$ cat config.mk
export PLATFORM = sky130hd
export DESIGN_NAME = jk_btn_cmd
export DESIGN_NICKNAME = d
export VERILOG_FILES = /design/src/rtl/jk_btn_cmd.sv
export SDC_FILE = /design/constraint.sdc
export NUM_CORES = 1
export LEC_CHECK = 0
export ABC_AREA = 0
export BUFFER_PORTS_ARGS = -buffer_cell sky130_fd_sc_hd__buf_2
export CAP_MARGIN = 5
export CELL_PAD_IN_SITES_DETAIL_PLACEMENT = 1
export CELL_PAD_IN_SITES_GLOBAL_PLACEMENT = 1
export CORE_ASPECT_RATIO = 0.7
export CORE_MARGIN = 3
export CORE_UTILIZATION = 39
export DETAILED_ROUTE_END_ITERATION = 8
export PLACE_DENSITY_LB_ADDON = 0.1
export SETUP_SLACK_MARGIN = 0.1
export SYNTH_ARGS = -nofsm -noshare
export SYNTH_HDL_FRONTEND = slang
export SYNTH_SLANG_ARGS = --single-unit
$ cat constraint.sdc
create_clock -name clk -period 1.61 [get_ports clk]
set_input_delay 0.2415 -clock clk [delete_from_list [all_inputs] [get_ports clk]]
set_output_delay 0.2415 -clock clk [all_outputs]
set_load 0.005 [all_outputs]
$ cat src/rtl/jk_btn_cmd.sv
// Button front end for the JK stage: sync, debounce and press-detect two raw buttons, then
// encode single-cycle J/K pulses (set->J, clr->K, both within the pairing window->J=K=1).
// Optional: define JK_CMD_CNT_EN to add the cmd_cnt issued-command counter port.
module jk_btn_cmd #(
  parameter int DB_CYCLES = 16,
  parameter int DB_W      = 8,
  parameter int PAIR_WIN  = 8,
  parameter int PW_W      = 8,
  parameter int CNT_W     = 8
) (
  input  logic             clk,
  input  logic             n_rst,
  input  logic             btn_set_raw,
  input  logic             btn_clr_raw,
  output logic             J,
  output logic             K,
  output logic             busy
`ifdef JK_CMD_CNT_EN
  ,
  output logic [CNT_W-1:0] cmd_cnt
`endif
);

  typedef enum logic {IDLE, PAIR_WAIT} state_t;

  // Channel index 0 is the set button, index 1 the clear button.
  logic [1:0]      s1;
  logic [1:0]      s2;
  logic [1:0]      db;
  logic [1:0]      db_d;
  logic [DB_W-1:0] dbc [2];
  logic [1:0]      press;

  state_t          state;
  logic            first_clr;
  logic [PW_W-1:0] win;
  logic            partner;

  always_ff @(posedge clk or negedge n_rst) begin
    if (!n_rst) begin
      s1   <= '0;
      s2   <= '0;
      db   <= '0;
      db_d <= '0;
      for (int i = 0; i < 2; i++) dbc[i] <= '0;
    end else begin
      s1   <= {btn_clr_raw, btn_set_raw};
      s2   <= s1;
      db_d <= db;
      for (int i = 0; i < 2; i++) begin
        if (s2[i] == db[i]) begin
          dbc[i] <= '0;
        end else if (dbc[i] == DB_W'(DB_CYCLES - 1)) begin
          db[i]  <= s2[i];
          dbc[i] <= '0;
        end else begin
          dbc[i] <= dbc[i] + DB_W'(1);
        end
      end
    end
  end

  // Only rising debounced levels are commands; releases are dropped here.
  assign press   = db & ~db_d;
  assign partner = first_clr ? press[0] : press[1];

  always_ff @(posedge clk or negedge n_rst) begin
    if (!n_rst) begin
      state     <= IDLE;
      first_clr <= 1'b0;
      win       <= '0;
      J         <= 1'b0;
      K         <= 1'b0;
    end else begin
      J <= 1'b0;
      K <= 1'b0;
      case (state)
        IDLE: begin
          if (&press) begin
            J <= 1'b1;
            K <= 1'b1;
          end else if (|press) begin
            first_clr <= press[1];
            win       <= '0;
            state     <= PAIR_WAIT;
          end
        end
        PAIR_WAIT: begin
          // Partner wins over window expiry; a repeat of the first button is ignored.
          if (partner) begin
            J     <= 1'b1;
            K     <= 1'b1;
            state <= IDLE;
          end else if (win == PW_W'(PAIR_WIN - 1)) begin
            J     <= ~first_clr;
            K     <= first_clr;
            state <= IDLE;
          end else begin
            win <= win + PW_W'(1);
          end
        end
        default: state <= IDLE;
      endcase
    end
  end

  assign busy = (state != IDLE) | (dbc[0] != '0) | (dbc[1] != '0);

`ifdef JK_CMD_CNT_EN
  always_ff @(posedge clk or negedge n_rst) begin
    if (!n_rst) cmd_cnt <= '0;
    else if (J | K) cmd_cnt <= cmd_cnt + CNT_W'(1);
  end
`else
  // Keeps CNT_W referenced when the counter is compiled out.
  logic [CNT_W-1:0] unused_cnt_w;
  assign unused_cnt_w = '0;
`endif

endmodule

Word-level counts from Yosys, hierarchy flattened

Cells that the tools add are included.

Input bits: 4
Register bits: 36
Logic and storage cells: 63
Output and inout bits: 3

Eq/ne operators: 9
Reductions and logical operators: 8
Mux-type cells: 22
Bitwise gates (word level): 9
$add $sub $neg: 3

Operator list:

| operator                                       | number |
|---|---|
| 2-to-1 mux 8 bit                               | 8 |
| adder 8 x 1 -> 8 bit (second input constant)   | 3 |
| == test 8 x 4 -> 1 bit (second input constant) | 2 |
| one-hot mux 8 bit (2 select lines)             | 1 |
| nonzero test 8 bit                             | 2 |
| 2-to-1 mux 1 bit                               | 10 |
| == test 8 x 3 -> 1 bit (second input constant) | 1 |
| != test 2 bit (second input constant)          | 4 |
| one-hot mux 1 bit (2 select lines)             | 3 |
| AND reduction 2 bit                            | 3 |
| inverter 1 bit                                 | 5 |
| AND reduction 4 bit                            | 1 |
| AND reduction 3 bit                            | 1 |
| AND 2 bit                                      | 1 |
| == test 1 bit                                  | 2 |
| inverter 2 bit                                 | 1 |
| OR 1 bit                                       | 2 |
| OR reduction 2 bit                             | 1 |

Depth between registers and ports, before layout

Gate-level depths: netlist of the first run.

Depth in word-level cells: 6
Gate-level depth with buffers: 7
Gate-level depth less buffers: 6

Worst setup path after synthesis of the first run

Ideal clock, no wire load.

Kind: register -> register
Start: register db[1]
End: register win[7]
Arrival: 1.551 ns
Path buffers: 1
Required time: 1.490 ns
Clock period less this slack: 1.671 ns
Path slack: -0.061 ns
Library setup time: 0.120 ns
Stages on the path, launching flop included: 7
Cell sequence: dfrtp_1 > nand2b_1 > inv_1 > ha_1 > or3_1 > clkbuf_1 > a31o_1

Cells in the longest elaborated chain, start to end: 4
Elaborated cells on any way between the ends: 8
Those cells by class: 3 x eq/ne; 1 x mux; 1 x bitwise; 3 x reduce/logical

Ends and longest elaborated chain:

| what                                             | RTL line | RTL |
|---|---|---|
| start, declared                                  | 29       | `logic [1:0] db;` |
| start signal, assigned by index                  | 54       | `db[i] <= s2[i];` |
| AND 2 bit *                                      | 64       | `assign press = db & ~db_d;` |
| via press[1]                                     | 32       | `logic [1:0] press;` |
| OR reduction 2 bit, or another cell as far along | 82       | `end else if (\|press) begin` |
| != test 2 bit (no source line)                   | -        |  |
| AND reduction 4 bit (no source line) *           | -        |  |
| end signal, assigned                             | 99       | `win <= win + PW_W'(1);` |
| end, declared                                    | 36       | `logic [PW_W-1:0] win;` |

The timed path passes the listed nets; every way through them passes the cells marked *.
A chain may end at the register's enable or synchronous reset.

Final worst setup path of the first run

Start: register win[4]
End: register state

Cells in the longest elaborated chain, start to end: 4

Ends and longest elaborated chain:

| what                               | RTL line | RTL |
|---|---|---|
| == test 8 x 3 -> 1 bit             | 94       | `end else if (win == PW_W'(PAIR_WIN - 1)) begin` |
| 2-to-1 mux 1 bit                   | 94       |  |
| 2-to-1 mux 1 bit                   | 90       | `if (partner) begin` |
| one-hot mux 1 bit (2 select lines) | 77       | `case (state)` |
| end signal, assigned               | 85       | `state <= PAIR_WAIT;` |
| end signal, assigned               | 93       | `state <= IDLE;` |
| end signal, assigned               | 97       | `state <= IDLE;` |
| end, declared                      | 34       | `state_t state;` |

No other way between the ends.

==> results of run 1 <==
-- worst reg2reg max path: cells and delay by family, from the launching register on --
kind	cells	cell delay, ns
buffers and inverters	1	0.17
flip-flops	1	0.40
AO/OA/AOI/OAI	1	0.20
AND/OR/NAND/NOR	3	0.82
-- report_power, final --
group / internal, mW / switching (mW) / total (mW)
Clock: 0.460 / 0.339 / 0.799
Sequential: 0.932 / 0.0256 / 0.957
Combinational: 0.0782 / 0.0822 / 0.160
Total: 1.47 / 0.447 / 1.92
-- layout by cell type (no fill, tap or decap), drive strengths merged, types with 5 or more instances in the layout --
| cell | netlist | final |
|---|---|---|
| nand3 | 10 | 10 |
| nand2 | 18 | 18 |
| nor2 | 13 | 13 |
| xor2 | 12 | 12 |
| and2 | 6 | 6 |
| inv | 9 | 9 |
| ha | 7 | 7 |
| clkbuf | 1 | 6 |
| dfrtp | 36 | 36 |
| or4 | 5 | 5 |
| buf | 1 | 31 |
-- timing repair --
item,4_1_cts,5_1_grt
setup buffers,5,6
gates cloned,1,0
endpoints found under the setup margin,16,21
pin swaps,9,13
endpoints found under the hold margin,8,0
hold buffers,1,0
gates resized for setup,7,28
-- cell type report --
type | instances | area (sq um) | area share (%)
Clock buffer | 6 | 72.6 | 3.21
Clock inverter | 2 | 35.0 | 1.55
Sequential cell | 36 | 901 | 39.9
Tap cell | 52 | 65.1 | 2.88
Timing Repair Buffer | 32 | 235 | 10.4
Multi-Input combinational cell | 112 | 911 | 40.3
Inverter | 9 | 38.8 | 1.72
-- worst paths after layout --
path,end,slack (ns),cells past startpoint
worst max-delay path,state,-0.1,5
worst min-delay path,s1[1],0.06,1
worst max register to register,state,-0.1,5
worst min register to register,s2[1],0.37,0
max in group asynchronous,win[1],0.76,3
min in group asynchronous,win[4],0.52,3
-- cells in the mapped netlist (4+ instances only) --
cell | n | area share [%]
sky130_fd_sc_hd__mux2i_1 | 4 | 2.3
sky130_fd_sc_hd__dfrtp_1 | 36 | 53
sky130_fd_sc_hd__ha_1 | 7 | 5.1
sky130_fd_sc_hd__and3_1 | 4 | 1.5
sky130_fd_sc_hd__nand4_1 | 4 | 1.5
sky130_fd_sc_hd__nand3_1 | 10 | 2.9
sky130_fd_sc_hd__nor2_1 | 12 | 2.6
sky130_fd_sc_hd__nand2_1 | 18 | 4.0
sky130_fd_sc_hd__xor2_1 | 12 | 6.2
sky130_fd_sc_hd__and2_1 | 6 | 2.2
sky130_fd_sc_hd__inv_1 | 9 | 2.0
-- per-layer routing --
metal | part of all wire [%] | vias to the layer above
met4 | 1.4 | 0
met1 | 49 | 628
met2 | 47 | 16
met5 | 0 | -
li1 | - | 625
met3 | 3.0 | 7
-- registers in the layout, indices dropped and copies added, names as in the netlist --
name and flops:
win 8, K 1, db_d 2, db 2, first_clr 1, dbc 16
state 1, J 1, s2 2, s1 2
-- logic make-up after synthesis --
group	Yosys count	share of synthesized area, %
buffers and inverters	11	2.49
muxes	6	3.67
and+or+nand+nor	71	22.5
xor gates and xnor gates	14	7.19
DFF	36	52.8
adders and majority gates	7	5.14
AOI/OAI and AO/OA	13	6.24
-- per-stage QoR --
| stage | utilization, % | std cells | power, mW | worst slack, ns |
|---|---|---|---|---|
| after global placement | 47.0 | 228 | 1.10 | -0.0206 |
| after CTS | 51.7 | 243 | 1.92 | -0.0654 |
| final | 55.6 | 249 | 1.92 | -0.0957 |
| after global routing | 55.6 | 249 | 2.00 | -0.130 |
| after floorplan | - | 158 | 1.03 | 0.0593 |
| after detailed placement | 47.0 | 228 | 1.11 | -0.0935 |
==> implementation parameters, run 1 <==
Parameter                              Value

Yosys
  Post-synthesis instance area ... 0.00171 sq mm
  Sequential area share after synthesis ... 52.8%
  Share of synthesized registers carrying an async set or reset ... 100%
  Synth Instances ... 158
  Synthesized netlist net count ... 169
  Top FF cell, synth ... sky130_fd_sc_hd__dfrtp_1
  Mean instance size in the synthesized netlist ... 10.8 sq um
  Register bit total from synthesis ... 36
  Netlist cell types ... 37
  Number of warning messages in the yosys log ... 0
  Number of enable-type register cells in the synthesized netlist ... 0

Drt
  Post-detailed-route wirelength per cell ... 16.6 um
  WL final ... 4130 um
  Via-per-instance ratio ... 5.12
  DRC errors left ... 0
  First-pass iteration count of the detailed router ... 5
  Routed Antenna Nets ... 0
  First DRT Iteration DRCs ... 12
  Vias ... 1276

Clock network
  Max H-tree Level ... 2
  Latest clock arrival within the worst-skew pair ... 0.29 ns
  CTS tree ... done
  Number of CTS-inserted buffers ... 5
  Clock tree sinks ... 36
  CTS clock-pin slew for the worst setup and hold paths ... 0.08 ns
  Root buffer selected by CTS ... sky130_fd_sc_hd__clkbuf_8
  Worst-case clock buffer depth ... 2

Timing
  Period utilization ... 106%
  Final Worst Setup Slack ... -0.0957 ns
  RSZ-0062 raised after global routing ... yes
  Final Max Tran Viols ... 0
  Hold Fails Final Rpt ... 0
  Highest achievable clock rate ... 586 MHz
  Worst hold margin ... 0.0589 ns
  Number of endpoints failing setup at the final stage ... 9
  Aggregate negative setup slack ... -0.403 ns
  Relative slew slack ... 69.7%
  Worst-Margin Slew ... 0.454 ns
  Skew final ... 0.00633 ns
  Final Critical Period ... 1.71 ns

Worst setup path
  Crit path arrival time ... 1.88 ns
  Chain of cells forming the critical path ... or4_4, nor3_4, buf_6, nor2_4, a21o_2
  Worst stage delay on the critical path ... 0.55 ns
  Largest driver fanout on the critical path ... 6
  Required time of the critical path ... 1.79 ns
  CP startpoint kind ... flip-flop
  CP bufs+invs ... 1
  Slowest-stage cell, CP ... sky130_fd_sc_hd__or4_4
  Start point of the critical path ... win[4]
  CP Class ... reg -> reg
  Worst path top cell family by delay ... simple AND/OR/NAND/NOR gates
  Kind of end point of the critical path ... flip-flop
  Reg-to-Reg Start ... win[4]

Global routing
  First-pass GRT wire length ... 6490 um
  Met1 demand-to-capacity share in global routing ... 22.4%
  Vias in the first global route ... 1283
  Met2 capacity usage during global routing ... 26.0%
  Total global routing overflow ... 0
  Met3 usage ... 4.81%
  Total routing resource utilization after global routing ... 16.7%
  Gr busiest metal ... met2
  Initial antenna violation count ... 0
  Largest net degree at the start of global routing ... 37

Floorplanning
  Floorplan core area ... 0.00407 sq mm
  Total number of placement rows ... 19
  I/O pin total ... 7
  Starting Density ... 42.0%
  Chip width ... 85.0 um
  DIE AREA ... 0.00521 sq mm
  Y dimension of the die ... 61.3 um

Layout
  Cell area after layout ... 0.00226 sq mm
  Layout Area Growth over Synthesis ... 32.4%
  Share of cells above drive strength 1 ... 36.0%
  Antenna diode count ... 0
  Final layout net count ... 207
  Filler Cells Inserted ... 437

Placed design
  Final HPWL DP ... 2740 um
  Cell Area, Placed ... 0.00191 sq mm
  Final Wtd Congestion ... 0.732
  Count of buffers from port buffering ... 6

Pwr
  Leakage ... 1.07 nW
  Worst supply voltage drop on vdd ... 455 uV
  Ratio of total power to cell area ... 849 mW/mm^2

Outcome
  Run status ... complete, but fails checks
  Violations in the final reports ... setup timing

Min path
  Classification of the worst-slack hold path ... in -> reg
  Startpoint of the worst hold path ... btn_clr_raw

Flow run
  Number of violations of the max-capacitance limit ... 0
No activity file was read; power rests on OpenSTA's default activity.
==> inputs of run 2 (changes only) <==
==> constraint.sdc (replaced) <==
create_clock -name clk -period 1.61 [get_ports clk]
set_input_delay 0.4025 -clock clk [delete_from_list [all_inputs] [get_ports clk]]
set_output_delay 0.4025 -clock clk [all_outputs]
set_load 0.005 [all_outputs]
==> run 2 against run 1 <==
Against the previous run:
- the flow still finishes with violations (setup timing)
- highest routed layer unchanged
- clock power decreased by 13%
- sequential share of layout area is 1.2 points lower
- combinational power up 16%
- core utilization is 1.8 points higher
- clock skew decreased by 0.0022 ns
- register-to-register slack better by 0.11 ns
- non-clock buffer count increased by 8
- power decreased by 4.4%
- cell area increased by 3.2%
- critical path type is now reg -> out
- first-iteration DRC count rose to 7.7 times the previous value
==> implementation parameters, run 2 (synthesis gave the netlist of run 1 again) <==
Parameter                              Value

Worst setup path
  CP bufs+invs ... 2 (+1)
  Slowest-stage cell, CP ... sky130_fd_sc_hd__dfrtp_1
  Kind of end point of the critical path ... output pin
  Required time of the critical path ... 1.21 ns (-0.58 ns)
  Worst stage delay on the critical path ... 0.40 ns (-0.15 ns)
  Worst path top cell family by delay ... flip-flops
  CP Class ... reg -> out
  Crit path arrival time ... 1.40 ns (-0.48 ns)
  Largest driver fanout on the critical path ... 3 (-3)
  Chain of cells forming the critical path ... inv_1, ha_1, nor4bb_2, nand4_1, buf_2
  CP startpoint kind ... flip-flop

Floorplanning
  Starting Density ... 42.0% (unchanged)
  Floorplan core area ... 0.00407 sq mm (unchanged)
  I/O pin total ... 7 (unchanged)
  Total number of placement rows ... 19 (unchanged)
  DIE AREA ... 0.00521 sq mm (unchanged)
  Chip width ... 85.0 um (unchanged)
  Y dimension of the die ... 61.3 um (unchanged)

Min path
  Classification of the worst-slack hold path ... in -> async

Drt
  Post-detailed-route wirelength per cell ... 18.7 um (+13%)
  First-pass iteration count of the detailed router ... 4 (-1)
  First DRT Iteration DRCs ... 92 (+80)
  DRC errors left ... 0 (unchanged)
  Routed Antenna Nets ... 0 (unchanged)
  Via-per-instance ratio ... 5.47 (+6.7%)
  Vias ... 1405 (+10%)
  WL final ... 4810 um (+16%)

Global routing
  Initial antenna violation count ... 0 (unchanged)
  Met1 demand-to-capacity share in global routing ... 23.5% (+1.0 points)
  Met2 capacity usage during global routing ... 29.9% (+3.9 points)
  Total global routing overflow ... 0 (unchanged)
  Vias in the first global route ... 1524 (+19%)
  Met3 usage ... 5.75% (+0.94 points)
  Largest net degree at the start of global routing ... 37 (unchanged)
  First-pass GRT wire length ... 7370 um (+14%)
  Total routing resource utilization after global routing ... 18.6% (+1.9 points)
  Gr busiest metal ... met2

Clock network
  Clock tree sinks ... 36 (unchanged)
  CTS clock-pin slew for the worst setup and hold paths ... 0.08 ns (about the same)
  CTS tree ... done
  Worst-case clock buffer depth ... 2 (unchanged)
  Max H-tree Level ... 2 (unchanged)
  Number of CTS-inserted buffers ... 5 (unchanged)
  Latest clock arrival within the worst-skew pair ... 0.29 ns (about the same)
  Root buffer selected by CTS ... sky130_fd_sc_hd__clkbuf_8

Timing
  Final Max Tran Viols ... 0 (unchanged)
  Number of endpoints failing setup at the final stage ... 1 (-8)
  Final Worst Setup Slack ... -0.196 ns (-0.100 ns)
  Highest achievable clock rate ... 554 MHz (-5.5%)
  Final Critical Period ... 1.81 ns (+0.100 ns)
  Period utilization ... 112% (+6.2 points)
  Relative slew slack ... 68.8% (-0.93 points)
  Worst-Margin Slew ... 0.468 ns (+0.0140 ns)
  Skew final ... 0.00409 ns (-0.00223 ns)
  Hold Fails Final Rpt ... 0 (unchanged)
  RSZ-0062 raised after global routing ... yes

Layout
  Largest registers ... dbc (16), win (8)
  Layout Area Growth over Synthesis ... 36.7%
  Most common cell after layout, fill and taps aside ... sky130_fd_sc_hd__dfrtp_1
  Final core area utilization ... 57.3% (+1.8 points)
  Number of cells in the finished layout apart from fillers ... 257 (+3.2%)
  Filler Cells Inserted ... 436 (-0.23%)
  Cell area after layout ... 0.00233 sq mm (+3.2%)
  Share of cells above drive strength 1 ... 42.4% (+6.4 points)
  Number of flip-flops in the largest register ... 16 (unchanged)
  Antenna diode count ... 0 (unchanged)
  Most frequent cells in the layout ... sky130_fd_sc_hd__dfrtp_1 (35), sky130_fd_sc_hd__buf_4 (29), sky130_fd_sc_hd__xor2_1 (12), sky130_fd_sc_hd__nand2_1 (12), sky130_fd_sc_hd__nor2_1 (12)
  Final layout net count ... 215 (+3.9%)
  Register name with the most flops ... dbc

Flow run
  Number of violations of the max-capacitance limit ... 0 (unchanged)

Outcome
  Violations in the final reports ... setup timing
  Run status ... complete, but fails checks

Placed design
  Cell Area, Placed ... 0.00195 sq mm (+2.0%)
  Final Wtd Congestion ... 0.758 (+3.5%)
  Count of buffers from port buffering ... 6 (unchanged)
  Final HPWL DP ... 2790 um (+1.8%)
  Inst Count DP ... 233 (+2.2%)
  Post-placement worst setup slack ... -0.0442 ns (+0.0493 ns)

Pwr
  Worst supply voltage drop on vdd ... 475 uV (+4.5%)
  Leakage ... 1.10 nW (+2.6%)
  Ratio of total power to cell area ... 786 mW/mm^2 (-7.4%)
[run 2: report_power, final]
part	total [mW]	switching (mW)	leakage [nW]	internal (mW)
clock network	0.692	0.344	0.0445	0.348
registers	0.955	0.0233	0.486	0.932
logic	0.185	0.0954	0.564	0.0895
[run 2: per-layer routing]
metal	wire, um	vias to the layer above
li1	-	640
met1	2100	729
met2	2440	25
met3	193	11
met4	80	0
met5	0	-
[run 2: timing repair]
action / in CTS / in global routing
setup buffers: 10 / 5
gates cloned: 1 / 0
endpoints found under the hold margin: 0 / 0
setup endpoints to repair: 13 / 26
gates resized for setup: 21 / 22
hold buffers: 0 / 0
pin swaps: 18 / 10
[run 2: stage by stage]
stage	total power, mW	setup TNS, ns	hold WS [ns]
floorplan	1.03	0	0.107
global placement	1.10	-0.0128	0.342
detailed placement	1.11	-0.160	0.351
CTS	1.83	-0.334	0.157
global route	1.91	-0.595	0.185
finish	1.83	-0.196	0.136
[run 2: final cells by class]
class	count	area [sq um]	share of cell area (%)
Multi-Input combinational cell	112	930	39.9
Sequential cell	36	902	38.7
Timing Repair Buffer	40	304	13.0
Clock buffer	7	86.3	3.70
Tap cell	52	65.1	2.79
Inverter	9	36.3	1.56
Clock inverter	1	7.51	0.322
[run 2: final timing paths]
kind	startpoint	end	slack (ns)	cells past startpoint
worst min register to register	s1[1]	s2[1]	0.37	0
worst max-delay path	dbc[9]	busy	-0.20	5
min in group clk	btn_clr_raw	s1[1]	0.21	1
worst min-delay path	n_rst	win[5]	0.14	2
max in group asynchronous	n_rst	state	1.11	2
worst max register to register	win[4]	win[2]	0.01	6
==> inputs of run 3 (changes only) <==
--- a/config.mk
+++ b/config.mk
@@ -6,14 +6,15 @@
 export NUM_CORES = 1
 export LEC_CHECK = 0
 export ABC_AREA = 0
-export BUFFER_PORTS_ARGS = -buffer_cell sky130_fd_sc_hd__buf_2
 export CAP_MARGIN = 5
 export CELL_PAD_IN_SITES_DETAIL_PLACEMENT = 1
 export CELL_PAD_IN_SITES_GLOBAL_PLACEMENT = 1
 export CORE_ASPECT_RATIO = 0.7
 export CORE_MARGIN = 3
 export CORE_UTILIZATION = 39
+export CTS_CLUSTER_SIZE = 16
 export DETAILED_ROUTE_END_ITERATION = 8
+export DONT_BUFFER_PORTS = 1
 export PLACE_DENSITY_LB_ADDON = 0.1
 export SETUP_SLACK_MARGIN = 0.1
 export SYNTH_ARGS = -nofsm -noshare
==> run 3 against run 2 <==
Against the previous run:
- the flow still finishes with violations (setup timing)
- setup slack better by 0.0051 ns
- worst hold slack worse by 0.011 ns
- core utilization down 0.25 points
- critical path depth down 2
- clock power up 1%
- global-route usage up 0.15 points
- largest cell class unchanged
- highest routed layer unchanged
==> implementation parameters, run 3 (synthesis gave the netlist of run 1 again) <==
Parameter                              Value

Outcome
  Run status ... complete, but fails checks
  Violations in the final reports ... setup timing

Layout
  Register name with the most flops ... dbc
  Number of flip-flops in the largest register ... 16 (unchanged)
  Layout Area Growth over Synthesis ... 36.1%
  Most frequent cells in the layout ... sky130_fd_sc_hd__dfrtp_1 (35), sky130_fd_sc_hd__buf_4 (26), sky130_fd_sc_hd__nand2_1 (14)
  Share of cells above drive strength 1 ... 38.9% (-3.6 points)
  Antenna diode count ... 0 (unchanged)
  Number of cells in the finished layout apart from fillers ... 250 (-2.7%)
  Final layout net count ... 208 (-3.3%)
  Most common cell after layout, fill and taps aside ... sky130_fd_sc_hd__dfrtp_1
  Filler Cells Inserted ... 434 (-0.46%)
  Largest registers ... dbc (16), win (8)

Pwr
  Final total power ... 1.84 mW (+0.15%)
  Leakage ... 1.07 nW (-2.5%)
  Ratio of total power to cell area ... 791 mW/mm^2 (+0.59%)
  Worst supply voltage drop on vdd ... 399 uV (-16%)

Drt
  First DRT Iteration DRCs ... 78 (-15%)
  Routed Antenna Nets ... 0 (unchanged)
  WL final ... 4750 um (-1.3%)
  DRC errors left ... 0 (unchanged)
  Post-detailed-route wirelength per cell ... 19.0 um (+1.5%)
  First-pass iteration count of the detailed router ... 4 (unchanged)
  Via-per-instance ratio ... 5.42 (-0.93%)
  Vias ... 1354 (-3.6%)

Timing
  Final Max Tran Viols ... 0 (unchanged)
  Skew final ... 0.00897 ns (+0.00488 ns)
  Highest achievable clock rate ... 555 MHz (+0.29%)
  Relative slew slack ... 74.3% (+5.5 points)
  Number of endpoints failing setup at the final stage ... 4 (+3)
  Worst-Margin Slew ... 0.383 ns (-0.0853 ns)
  Period utilization ... 112% (-0.32 points)
  Hold Fails Final Rpt ... 0 (unchanged)
  RSZ-0062 raised after global routing ... yes
  Final Critical Period ... 1.80 ns (-0.00514 ns)
  Aggregate negative setup slack ... -0.263 ns (-0.0671 ns)
  Final Worst Setup Slack ... -0.191 ns (+0.00514 ns)

Floorplanning
  DIE AREA ... 0.00521 sq mm (unchanged)
  Y dimension of the die ... 61.3 um (unchanged)
  Total number of placement rows ... 19 (unchanged)
  Starting Density ... 42.0% (unchanged)
  Floorplan core area ... 0.00407 sq mm (unchanged)
  Chip width ... 85.0 um (unchanged)
  I/O pin total ... 7 (unchanged)

Worst setup path
  CP startpoint kind ... flip-flop
  Largest driver fanout on the critical path ... 4 (+1)
  CP Class ... reg -> out
  Crit path arrival time ... 1.40 ns (about the same)
  Register-to-register path setup slack ... -0.04 ns (-0.05 ns)
  Required time of the critical path ... 1.21 ns (about the same)
  Kind of end point of the critical path ... output pin

Global routing
  Initial antenna violation count ... 0 (unchanged)
  First-pass GRT wire length ... 7290 um (-1.1%)
  Total routing resource utilization after global routing ... 18.8% (+0.15 points)
  Largest net degree at the start of global routing ... 37 (unchanged)
  Total global routing overflow ... 0 (unchanged)
  Vias in the first global route ... 1427 (-6.4%)

Clock network
  CTS tree ... done
  Worst-case clock buffer depth ... 2 (unchanged)
  Root buffer selected by CTS ... sky130_fd_sc_hd__clkbuf_8
  Clock tree sinks ... 36 (unchanged)
  Latest clock arrival within the worst-skew pair ... 0.30 ns (about the same)
  Number of CTS-inserted buffers ... 5 (unchanged)
  Max H-tree Level ... 2 (unchanged)
  CTS clock-pin slew for the worst setup and hold paths ... 0.08 ns (about the same)

Placed design
  Final Wtd Congestion ... 0.710 (-6.4%)
  Count of buffers from port buffering ... 0 (-6)
  Inst Count DP ... 220 (-5.6%)
  Post-placement worst setup slack ... -0.0799 ns (-0.0357 ns)
  Final HPWL DP ... 2640 um (-5.3%)

Flow run
  Number of violations of the max-capacitance limit ... 0 (unchanged)

Min path
  Classification of the worst-slack hold path ... in -> reg
-- run 3: through the flow --
stage               util, %  hold slack, ns  cell area [sq um]
floorplan                 -           0.107               1730
global placement       45.9           0.108               1860
detailed placement     45.9           0.108               1860
CTS                    52.6           0.122               2140
global route           57.1           0.115               2320
finish                 57.1           0.125               2320
-- run 3: layout make-up --
type                            count  area (sq um)  share of cell area, %
Clock buffer                        7          86.3                   3.72
Clock inverter                      1          7.51                  0.323
Timing Repair Buffer               33           282                   12.1
Tap cell                           52          65.1                   2.80
Sequential cell                    36           902                   38.9
Inverter                            9          33.8                   1.46
Multi-Input combinational cell    112           945                   40.7
-- run 3: final timing paths --
| check | to | depth (start not counted) | from |
|---|---|---|---|
| max | busy | 3 | dbc[12] |
| max reg2reg | win[7] | 5 | win[5] |
| min | s1[1] | 0 | btn_clr_raw |
| min in group asynchronous | dbc[14] | 2 | n_rst |
| max in group asynchronous | state | 2 | n_rst |
| min reg2reg | s2[1] | 0 | s1[1] |
-- run 3: critical path, cell delays in order (launching register included) --
cell                      delay (ns)
sky130_fd_sc_hd__dfrtp_1        0.43
sky130_fd_sc_hd__nor4_1         0.35
sky130_fd_sc_hd__buf_4          0.20
sky130_fd_sc_hd__nand4_1        0.12
-- run 3: what timing repair did --
action                                  4_1_cts  5_1_grt
cloned                                        1        0
hold buffers                                  2        0
endpoints found under the setup margin       13       27
endpoints found under the hold margin        36        0
pin swaps                                    11       12
setup buffers                                11        9
resized for setup                            15       27
-- run 3: report_power, final --
group | switching (mW) | internal (mW)
registers | 0.0252 | 0.932
clock network | 0.351 | 0.348
logic | 0.0869 | 0.0917
-- run 3: routing by layer --
layer | GRT usage (%) | wire length, um
met5 | 0 | 0
met3 | 4.55 | 114
met1 | 24.9 | 2260
met4 | 7.67 | 102
met2 | 30.2 | 2270
